[config.mk]
export PLATFORM = sky130hd
export DESIGN_NAME = controller_fsm_ms
export DESIGN_NICKNAME = d
export VERILOG_FILES = /design/src/rtl/controller_pkg.sv /design/src/rtl/ctrl_decode.sv /design/src/rtl/controller_fsm_ms.sv
export SDC_FILE = /design/constraint.sdc
export NUM_CORES = 1
export LEC_CHECK = 0
export ABC_AREA = 0
export CAP_MARGIN = 0
export CORE_AREA = 2 2 39 41
export CTS_CLUSTER_DIAMETER = 60
export DETAILED_ROUTE_END_ITERATION = 6
export DIE_AREA = 0 0 41 43
export MAX_ROUTING_LAYER = met4
export PLACE_DENSITY = 0.78
export SKIP_LAST_GASP = 1
export SLEW_MARGIN = 40
export SYNTH_ARGS = -nofsm -noshare
export SYNTH_HDL_FRONTEND = slang
export SYNTH_SLANG_ARGS = --single-unit
[constraint.sdc]
create_clock -name CLK -period 3.4 [get_ports CLK]
set_input_delay 0.68 -clock CLK [delete_from_list [all_inputs] [get_ports CLK]]
set_output_delay 0.68 -clock CLK [all_outputs]
set_load 0.005 [all_outputs]
[src/rtl/controller_pkg.sv]
// Shared opcode map, accumulator/PC source encodings and FSM state type
// for the multi-state instruction controller.
package controller_pkg;

  // 4-bit opcode map; wider opcodes are legal only when the upper bits are zero
  localparam logic [3:0] OP_NOP  = 4'b0000;
  localparam logic [3:0] OP_ADD  = 4'b0001;
  localparam logic [3:0] OP_SUB  = 4'b0010;
  localparam logic [3:0] OP_NOR  = 4'b0011;
  localparam logic [3:0] OP_LDRA = 4'b0100;
  localparam logic [3:0] OP_LDAR = 4'b0101;
  localparam logic [3:0] OP_BZR  = 4'b0110;
  localparam logic [3:0] OP_BZI  = 4'b0111;
  localparam logic [3:0] OP_BCR  = 4'b1000;
  localparam logic [3:0] OP_BNZI = 4'b1001;
  localparam logic [3:0] OP_BCI  = 4'b1010;
  localparam logic [3:0] OP_SHL  = 4'b1011;
  localparam logic [3:0] OP_SHR  = 4'b1100;
  localparam logic [3:0] OP_LDI  = 4'b1101;
  localparam logic [3:0] OP_BNCI = 4'b1110;
  localparam logic [3:0] OP_HALT = 4'b1111;

  // Accumulator source select
  localparam logic [1:0] ACC_IMM = 2'b00;
  localparam logic [1:0] ACC_ALU = 2'b01;
  localparam logic [1:0] ACC_REG = 2'b10;

  // PC source select
  localparam logic PC_REG = 1'b0;
  localparam logic PC_IMM = 1'b1;

  typedef enum logic [1:0] {
    S_RESET,
    S_FETCH,
    S_EXEC,
    S_HALT
  } state_e;

  // Datapath strobes produced by the decoder for one EXEC cycle
  typedef struct packed {
    logic [1:0] sel_acc;
    logic       load_acc;
    logic       load_reg;
    logic       load_pc;
    logic       sel_pc;
    logic       inc_pc;
  } strobes_t;

endpackage

[src/rtl/ctrl_decode.sv]
// Combinational opcode/flag decoder: produces the EXEC-cycle strobe bundle
// plus halt and illegal indications. The FSM gates all of it with S_EXEC.
module ctrl_decode
  import controller_pkg::*;
#(
  parameter int unsigned OPW             = 4,
  parameter bit          HALT_ON_ILLEGAL = 1'b1
) (
  input  logic [OPW-1:0] opcode_i,
  input  logic           z_i,
  input  logic           c_i,
  output logic [OPW-1:0] sel_alu_o,
  output strobes_t       strb_o,
  output logic           halt_o,
  output logic           illegal_o
);

  logic [OPW-1:0] upper;
  logic [3:0]     op;
  logic           is_br;
  logic           br_cond;
  logic           br_tgt;

  // Shift rather than slice so OPW == 4 needs no special case
  assign upper = opcode_i >> 4;
  assign op    = opcode_i[3:0];

  // Decode opcode into strobes; branches resolved after the case
  always_comb begin
    sel_alu_o      = '0;
    strb_o         = '0;
    strb_o.inc_pc  = 1'b1;
    halt_o         = 1'b0;
    illegal_o      = 1'b0;
    is_br          = 1'b0;
    br_cond        = 1'b0;
    br_tgt         = PC_REG;

    if (|upper) begin
      illegal_o = 1'b1;
      if (HALT_ON_ILLEGAL) begin
        strb_o.inc_pc = 1'b0;
        halt_o        = 1'b1;
      end
    end else begin
      case (op)
        OP_ADD, OP_SUB, OP_NOR, OP_SHL, OP_SHR: begin
          sel_alu_o       = opcode_i;
          strb_o.sel_acc  = ACC_ALU;
          strb_o.load_acc = 1'b1;
        end
        OP_LDRA: begin
          strb_o.sel_acc  = ACC_REG;
          strb_o.load_acc = 1'b1;
        end
        OP_LDAR: strb_o.load_reg = 1'b1;
        OP_LDI: begin
          strb_o.sel_acc  = ACC_IMM;
          strb_o.load_acc = 1'b1;
        end
        OP_BZR: begin
          is_br = 1'b1; br_cond = z_i;  br_tgt = PC_REG;
        end
        OP_BZI: begin
          is_br = 1'b1; br_cond = z_i;  br_tgt = PC_IMM;
        end
        OP_BCR: begin
          is_br = 1'b1; br_cond = c_i;  br_tgt = PC_REG;
        end
        OP_BCI: begin
          is_br = 1'b1; br_cond = c_i;  br_tgt = PC_IMM;
        end
        OP_BNZI: begin
          is_br = 1'b1; br_cond = !z_i; br_tgt = PC_IMM;
        end
        OP_BNCI: begin
          is_br = 1'b1; br_cond = !c_i; br_tgt = PC_IMM;
        end
        OP_HALT: begin
          strb_o.inc_pc = 1'b0;
          halt_o        = 1'b1;
        end
        default: ; // OP_NOP: increment only
      endcase

      // Taken branch swaps increment for a PC load; the two are exclusive
      if (is_br && br_cond) begin
        strb_o.load_pc = 1'b1;
        strb_o.sel_pc  = br_tgt;
        strb_o.inc_pc  = 1'b0;
      end
    end
  end

endmodule

[src/rtl/controller_fsm_ms.sv]
// Multi-state instruction controller: RESET -> FETCH (waits on MemRdy,
// optional timeout) -> EXEC (one cycle) -> FETCH, with a resumable HALT.
module controller_fsm_ms
  import controller_pkg::*;
#(
  parameter int unsigned OPW             = 4,
  parameter bit          HALT_ON_ILLEGAL = 1'b1,
  parameter int unsigned FETCH_TIMEOUT   = 0
) (
  input  logic           CLK,
  input  logic           CLB,
  input  logic [OPW-1:0] Opcode,
  input  logic           Z,
  input  logic           C,
  input  logic           MemRdy,
  input  logic           Resume,
  output logic [OPW-1:0] SelALU,
  output logic [1:0]     SelAcc,
  output logic           LoadAcc,
  output logic           LoadReg,
  output logic           LoadPC,
  output logic           SelPC,
  output logic           IncPC,
  output logic           LoadIR,
  output logic           FetchReq,
  output logic           Halted,
  output logic           Illegal,
  output logic           Timeout
);

  // Counter needs at least one bit even when the timeout is disabled
  localparam int unsigned CntW = (FETCH_TIMEOUT > 0) ? $clog2(FETCH_TIMEOUT + 1) : 1;
  localparam logic [CntW-1:0] CntLast =
      (FETCH_TIMEOUT > 0) ? CntW'(FETCH_TIMEOUT - 1) : '0;

  state_e          state_q, state_d;
  logic [CntW-1:0] cnt_q, cnt_d;
  logic            illegal_q, illegal_d;
  logic            timeout_q, timeout_d;

  logic [OPW-1:0]  dec_sel_alu;
  strobes_t        dec_strb;
  logic            dec_halt;
  logic            dec_illegal;

  ctrl_decode #(
    .OPW             (OPW),
    .HALT_ON_ILLEGAL (HALT_ON_ILLEGAL)
  ) u_decode (
    .opcode_i  (Opcode),
    .z_i       (Z),
    .c_i       (C),
    .sel_alu_o (dec_sel_alu),
    .strb_o    (dec_strb),
    .halt_o    (dec_halt),
    .illegal_o (dec_illegal)
  );

  // State, fetch-wait counter and sticky status registers
  always_ff @(posedge CLK or posedge CLB) begin
    if (CLB) begin
      state_q   <= S_RESET;
      cnt_q     <= '0;
      illegal_q <= 1'b0;
      timeout_q <= 1'b0;
    end else begin
      state_q   <= state_d;
      cnt_q     <= cnt_d;
      illegal_q <= illegal_d;
      timeout_q <= timeout_d;
    end
  end

  // Next state; counter held at zero outside FETCH so it clears on entry
  always_comb begin
    state_d   = state_q;
    cnt_d     = '0;
    illegal_d = illegal_q;
    timeout_d = timeout_q;
    unique case (state_q)
      S_RESET: state_d = S_FETCH;
      S_FETCH: begin
        if (MemRdy) begin
          state_d = S_EXEC;
        end else if (FETCH_TIMEOUT != 0) begin
          cnt_d = cnt_q + CntW'(1);
          if (cnt_q == CntLast) begin
            state_d   = S_HALT;
            timeout_d = 1'b1;
          end
        end
      end
      S_EXEC: begin
        if (dec_halt) begin
          state_d   = S_HALT;
          illegal_d = illegal_q | dec_illegal;
        end else begin
          state_d = S_FETCH;
        end
      end
      S_HALT: begin
        if (Resume) begin
          state_d   = S_FETCH;
          illegal_d = 1'b0;
          timeout_d = 1'b0;
        end
      end
      default: state_d = S_RESET;
    endcase
  end

  // Moore/Mealy outputs: decoder strobes only pass through in S_EXEC
  always_comb begin
    SelALU   = '0;
    SelAcc   = ACC_IMM;
    LoadAcc  = 1'b0;
    LoadReg  = 1'b0;
    LoadPC   = 1'b0;
    SelPC    = 1'b0;
    IncPC    = 1'b0;
    LoadIR   = 1'b0;
    FetchReq = 1'b0;
    Halted   = 1'b0;
    Illegal  = illegal_q;
    Timeout  = timeout_q;
    unique case (state_q)
      S_FETCH: begin
        FetchReq = 1'b1;
        LoadIR   = MemRdy;
      end
      S_EXEC: begin
        SelALU  = dec_sel_alu;
        SelAcc  = dec_strb.sel_acc;
        LoadAcc = dec_strb.load_acc;
        LoadReg = dec_strb.load_reg;
        LoadPC  = dec_strb.load_pc;
        SelPC   = dec_strb.sel_pc;
        IncPC   = dec_strb.inc_pc;
        Illegal = illegal_q | dec_illegal;
      end
      S_HALT:  Halted = 1'b1;
      default: ;
    endcase
  end

endmodule
==> summary.md <==
| Metric | Value |
|---|---|
| Status | finished, final reports clean |
| Port Buffer Count | 23 |
| H-tree levels | 1 |
| Met3 usage | 1.571% |
| Initial Utilization | 33.63% |
| Die area | 0.001763 mm² |
| Vias in the first global route | 439 |
| Top-area cell type share of the netlist area | 10.75% |
| WP data required | 2720 ps |
| First-pass GRT wire length | 1683 µm |
| Initial DRC count | 6 |
| Dpl ws | 296.1 ps |
| Crit-path cells | clkdlybuf4s50_1 -> nand2b_1 -> a2bb2oi_1 -> o21ai_1 -> and3_1 -> clkdlybuf4s50_1 |
| Wire per inst | 10.64 µm |
| Clock Latency Late Sink | 230 ps |
| Die height | 43 µm |
| Hold Path Class | in2async |
| Post-synth top cells | nor2_1 (7), inv_1 (6), nand2_1 (5), nor2b_1 (5) |
| Dominant cells by area after synthesis | dfrtp_1 (11%), ha_1 (11%), nor2b_1 (6.7%), nor2_1 (5.6%), buf_4 (4.8%) |
| Area of the mapped netlist | 465.4 µm² |
| Hold Buf Count CTS | 0 |
| Layout cells sized above 1 | 11.24% |
| Post-synth top area cell | dfrtp_1 |
| Post-DP HPWL | 913.7 µm |
| Slew Viols, Final | 0 |
| Largest family of logic cells by synthesized area | simple AND/OR/NAND/NOR gates |
| Die width | 41 µm |
| I/O pins | 26 |
| Clk_skew | 4.867 ps |
| Gr busiest metal | met2 |
| GRT met2 Usage | 25.00% |
| Core ar. | 0.001384 mm² |
| Initial antenna violation count | 0 |
| Gr ovfl total | 0 |
| Clock transition at path regs | 30 ps |
| Synth Area in XOR/XNOR | 0% |
| Post_cts resized | 0 |
| Wirelength, routed | 1117 µm |
| Sum of negative setup slack | 0 ps |
| Routed Antenna Nets | 0 |
| CP Capture Type | primary output |
| Max Clk Rate | 322.7 MHz |
| Final setup violation count | 0 |
| Area Growth Syn to Fin | 54.03% |
| Area share of fa/ha/maj cells after synthesis | 10.75% |
| Syn Area/Cell | 7.052 µm² |
| Cell family with most CP delay | buffers and inverters |
| Mux share of post-synthesis cell area | 0% |
| Compound-Gate Fraction of Synth Area | 23.39% |
| Flops & latches, synth | 2 |
| Clock buffer depth | 2 |
| Post-synth EDFFs | 0 |
| PD cells | 355.0 mW/mm² |
| Synth Instances | 66 |
| Biggest regs | state_q: 2 flops |
| Static leakage | 0.0003055 µW |
| Vias | 515 |
| Final worst slack | 301.3 ps |
| Final hold viol count | 0 |
| Post-synthesis sequential area ratio | 10.75% |
| CTS tree | yes |
| GP Congestion | 0.7209 |
| Total number of yosys warnings | 0 |
| Crit-path slowest cell | clkdlybuf4s50_1 |
| Post-synth cell types | 32 |
| RSZ-0062 raised after global routing | no |
| WP buf/inv | 2 |
| DRC Markers | 0 |
| Critical path type | in2out |
| Simple-gate share of the synthesized area | 39.25% |
| Ys flop type | dfrtp_1 |
| CP max FO | 8 |
| Ant diodes | 0 |
| Worst stage delay on the critical path | 620 ps |
| Vias per cell | 4.905 |
| Max reg flops | 2 |
| Global Route met1 Usage | 13.83% |
| Setup Buffers After CTS | 0 |
| Nets | 105 |
| Drt first pass iters | 3 |
| Crit start category | input pin |
| Largest net degree at the start of global routing | 12 |
| Max VDD drop | 268.6 µV |
| CP most frequent cell | clkdlybuf4s50_1 |
| Clk root buf | clkbuf_4 |
| Final Cycle Share | 91.14% |
| Clock sink count | 2 |
| CTS Buf Count | 3 |
| Largest Register | state_q |
| CP arrival | 2420 ps |
| Asr flop ratio synth | 100.0% |
| Count leader, synth | nor2_1 |
| Max Cap Violations | 0 |
| Tmin final | 3099 ps |
| Total track usage | 14.51% |
| # rows | 14 |
[worst paths after layout]
| kind | from | to | slack, ps | depth (start not counted) |
|---|---|---|---|---|
| max reg2reg | state_q[0] | state_q[1] | 1810 | 6 |
| min reg2reg | state_q[1] | state_q[1] | 620 | 2 |
| min in group CLK | state_q[1] | state_q[1] | 620 | 2 |
| max in group asynchronous | CLB | state_q[1] | 2690 | 2 |
| max | Opcode[3] | SelPC | 300 | 6 |
| min | CLB | state_q[0] | 600 | 2 |
[per-stage QoR]
step | instances | total power [µW] | hold slack [ps] | cell area, µm² | utilization (%)
finish | 105 | 254.5 | 595.2 | 716.9 | 51.81
global route | 105 | 276.1 | 588.0 | 716.9 | 51.81
CTS | 105 | 260.5 | 585.3 | 716.9 | 51.81
detailed placement | 102 | 200.2 | 620.6 | 694.4 | 50.18
global placement | 102 | 196.5 | 582.2 | 694.4 | 50.18
floorplan | 67 | 135.7 | 421.2 | 469.2 | -
[layout make-up]
cell class | instances | area (µm²)
clock buffers | 3 | 22.52
fillers | 145 | 666.9
inverters | 6 | 22.52
multi-input cells | 52 | 349.1
flip-flops and latches | 2 | 50.05
well taps | 16 | 20.02
repair buffers | 26 | 252.7
[layer usage]
layer / part of all wire, % / vias up
met5: 0 / -
met4: 0 / 0
met3: 7.2 / 0
met2: 54 / 19
met1: 39 / 228
li1: - / 268
[report_power, final]
part / switching [µW] / internal (µW)
Sequential: 11.8 / 34.0
Combinational: 69.3 / 84.7
Clock: 15.7 / 39.1
[cell usage in the layout, fill, tap and decap left out, types with 2 or more instances in the layout]
master / count
and2_1: 3
nor2b_1: 5
clkbuf_4: 3
a21oi_1: 4
nand2b_1: 2
nor2_1: 7
conb_1: 2
inv_1: 6
and3_1: 3
nand2_1: 5
ha_1: 4
buf_4: 3
clkdlybuf4s50_1: 23
dfrtp_1: 2
o21ai_0: 2
[cells by family (layout without fill, tap and decap cells)]
kind of cell               Yosys count  after routing
other                                1              2
adders and majority gates            4              4
buffers and inverters               13             35
AOI/OAI and AO/OA                   15             15
and+or+nand+nor                     31             31
DFF                                  2              2
Power figures use the tool's default switching activity.
==> RTL change (config.mk and constraints unchanged) <==
Encoding of `state_e`: now Gray code (2 bits for 4 states).
--- a/src/rtl/controller_pkg.sv
+++ b/src/rtl/controller_pkg.sv
@@ -31,8 +31,8 @@
 
   typedef enum logic [1:0] {
-    S_RESET,
-    S_FETCH,
-    S_EXEC,
-    S_HALT
+    S_RESET = 2'b00,
+    S_FETCH = 2'b01,
+    S_EXEC  = 2'b11,
+    S_HALT  = 2'b10
   } state_e;
 
Check against the original RTL: no difference found for any inputs over 10 cycles, from zero or initial values; not proved beyond that.
==> RTL change against the original RTL <==
- non-clock buffer count increased by 1
- clock skew decreased by 0.0033 ns
- wire length decreased by 5.7%
- area after synthesis decreased by 16%
- die area unchanged
- worst setup slack got worse by 0.11 ns
- sequential cell count unchanged
- cell area decreased by 9.1%
- critical path type unchanged
- largest cell class unchanged
Power is not compared: it rests on default switching activity, and its combinational part moved more than twofold at a synthesized area within 25%.
==> RTL change: results (changes against the original RTL) <==
[status]
status = finished, final reports clean

[synth]
yosys-top-cells-area = dfrtp_1 13%, nand2_1 6.8%, nor2b_1 6.4%
synth_common_cells = 7 x nand2_1, 4 x nor2b_1, 4 x nor3_1
seq_area_frac_synth = 0.129  ; +0.0211
postSynthCellCount = 55  ; -17%
ys_types = 29  ; -9.4%

[layout]
area_growth_pct = 67.5
instances_no_fill = 96  ; -8.6%
layout-drive-gt1-share = 0.138  ; +0.0251
fill_cells = 154  ; +6.2%

[global_routing]
grt_usage = 0.126  ; -0.0188
grt_pass1_vias = 400  ; -8.9%
grt_pass1_wl_microns = 1480  ; -12%

[place]
dp.cells = 93  ; -8.8%
hpwl_microns = 829  ; -9.3%
dpl_cell_area_sq_um = 629  ; -9.4%
place.gp.congestion = 0.755  ; +4.7%
dp_worst_setup_slack_ns = 0.202  ; -0.0937 ns

[clock_tree]
cts-buffers-inserted = 3  ; unchanged

[setup_path]
crit_arrival_ns = 2.53  ; +0.11 ns
cp_max_fo = 11  ; +3

[detailed_routing]
wirelength_microns = 1050  ; -5.7%
drt-pass1-iter-count = 2  ; -1
avgViaCountPerCell = 4.93  ; +0.46%
drt_iter0_markers = 3  ; -3

[sta]
finClkSkew_ns = 0.00152  ; -0.00335 ns

[hold_path]
hold_class = reg -> reg

[power_and_ir_drop]
ir_drop_uv = 129

RTL change: kinds of logic (layout without fill, tap and decap cells):
family	Yosys count	count (layout)	share of synthesized area
buffers and inverters	9	33	0.141
AOI/OAI and AO/OA	12	12	0.212
muxes	2	2	0.0643
other	1	2	0.00964
and+or+nand+nor	29	29	0.444
DFF	2	2	0.129
RTL change: layout make-up:
| type | count | area share |
|---|---|---|
| multi-input combinational | 45 | 0.441 |
| timing repair buffer | 27 | 0.399 |
| sequential | 2 | 0.0768 |
| tap | 16 | 0.0307 |
| inverter | 3 | 0.0173 |
| clock buffer | 3 | 0.0345 |
RTL change: final timing paths:
| kind | startpoint | to | slack [ns] | depth (start not counted) |
|---|---|---|---|---|
| min in group asynchronous | CLB | state_q[1] | 0.62 | 2 |
| max in group asynchronous | CLB | state_q[0] | 2.65 | 2 |
| hold reg to reg | state_q[1] | state_q[0] | 0.56 | 1 |
| setup / recovery | Opcode[3] | IncPC | 0.19 | 6 |
| setup reg to reg | state_q[1] | state_q[1] | 2.31 | 2 |
| hold / removal | state_q[1] | state_q[0] | 0.56 | 1 |
RTL change: worst max-delay path, cell delays in order:
cell and delay [ns]:
clkdlybuf4s50_1 0.58, nand2b_1 0.24, inv_1 0.10, a211oi_2 0.23
nor3b_2 0.20, clkdlybuf4s50_1 0.51
RTL change: layer usage:
metal	GRT usage	vias to the layer above	wire (microns)	part of all wire
li1	-	244	-	-
met1	0.134	205	434	0.41
met2	0.194	19	499	0.47
met3	0.00524	5	76	0.072
met4	0.120	0	42	0.040
met5	-	-	0	0
RTL change: where the power goes:
part / switching [mW] / internal, mW
clock: 0.0145 / 0.0389
sequential: 0.00233 / 0.0254
combinational: 0.0271 / 0.0388
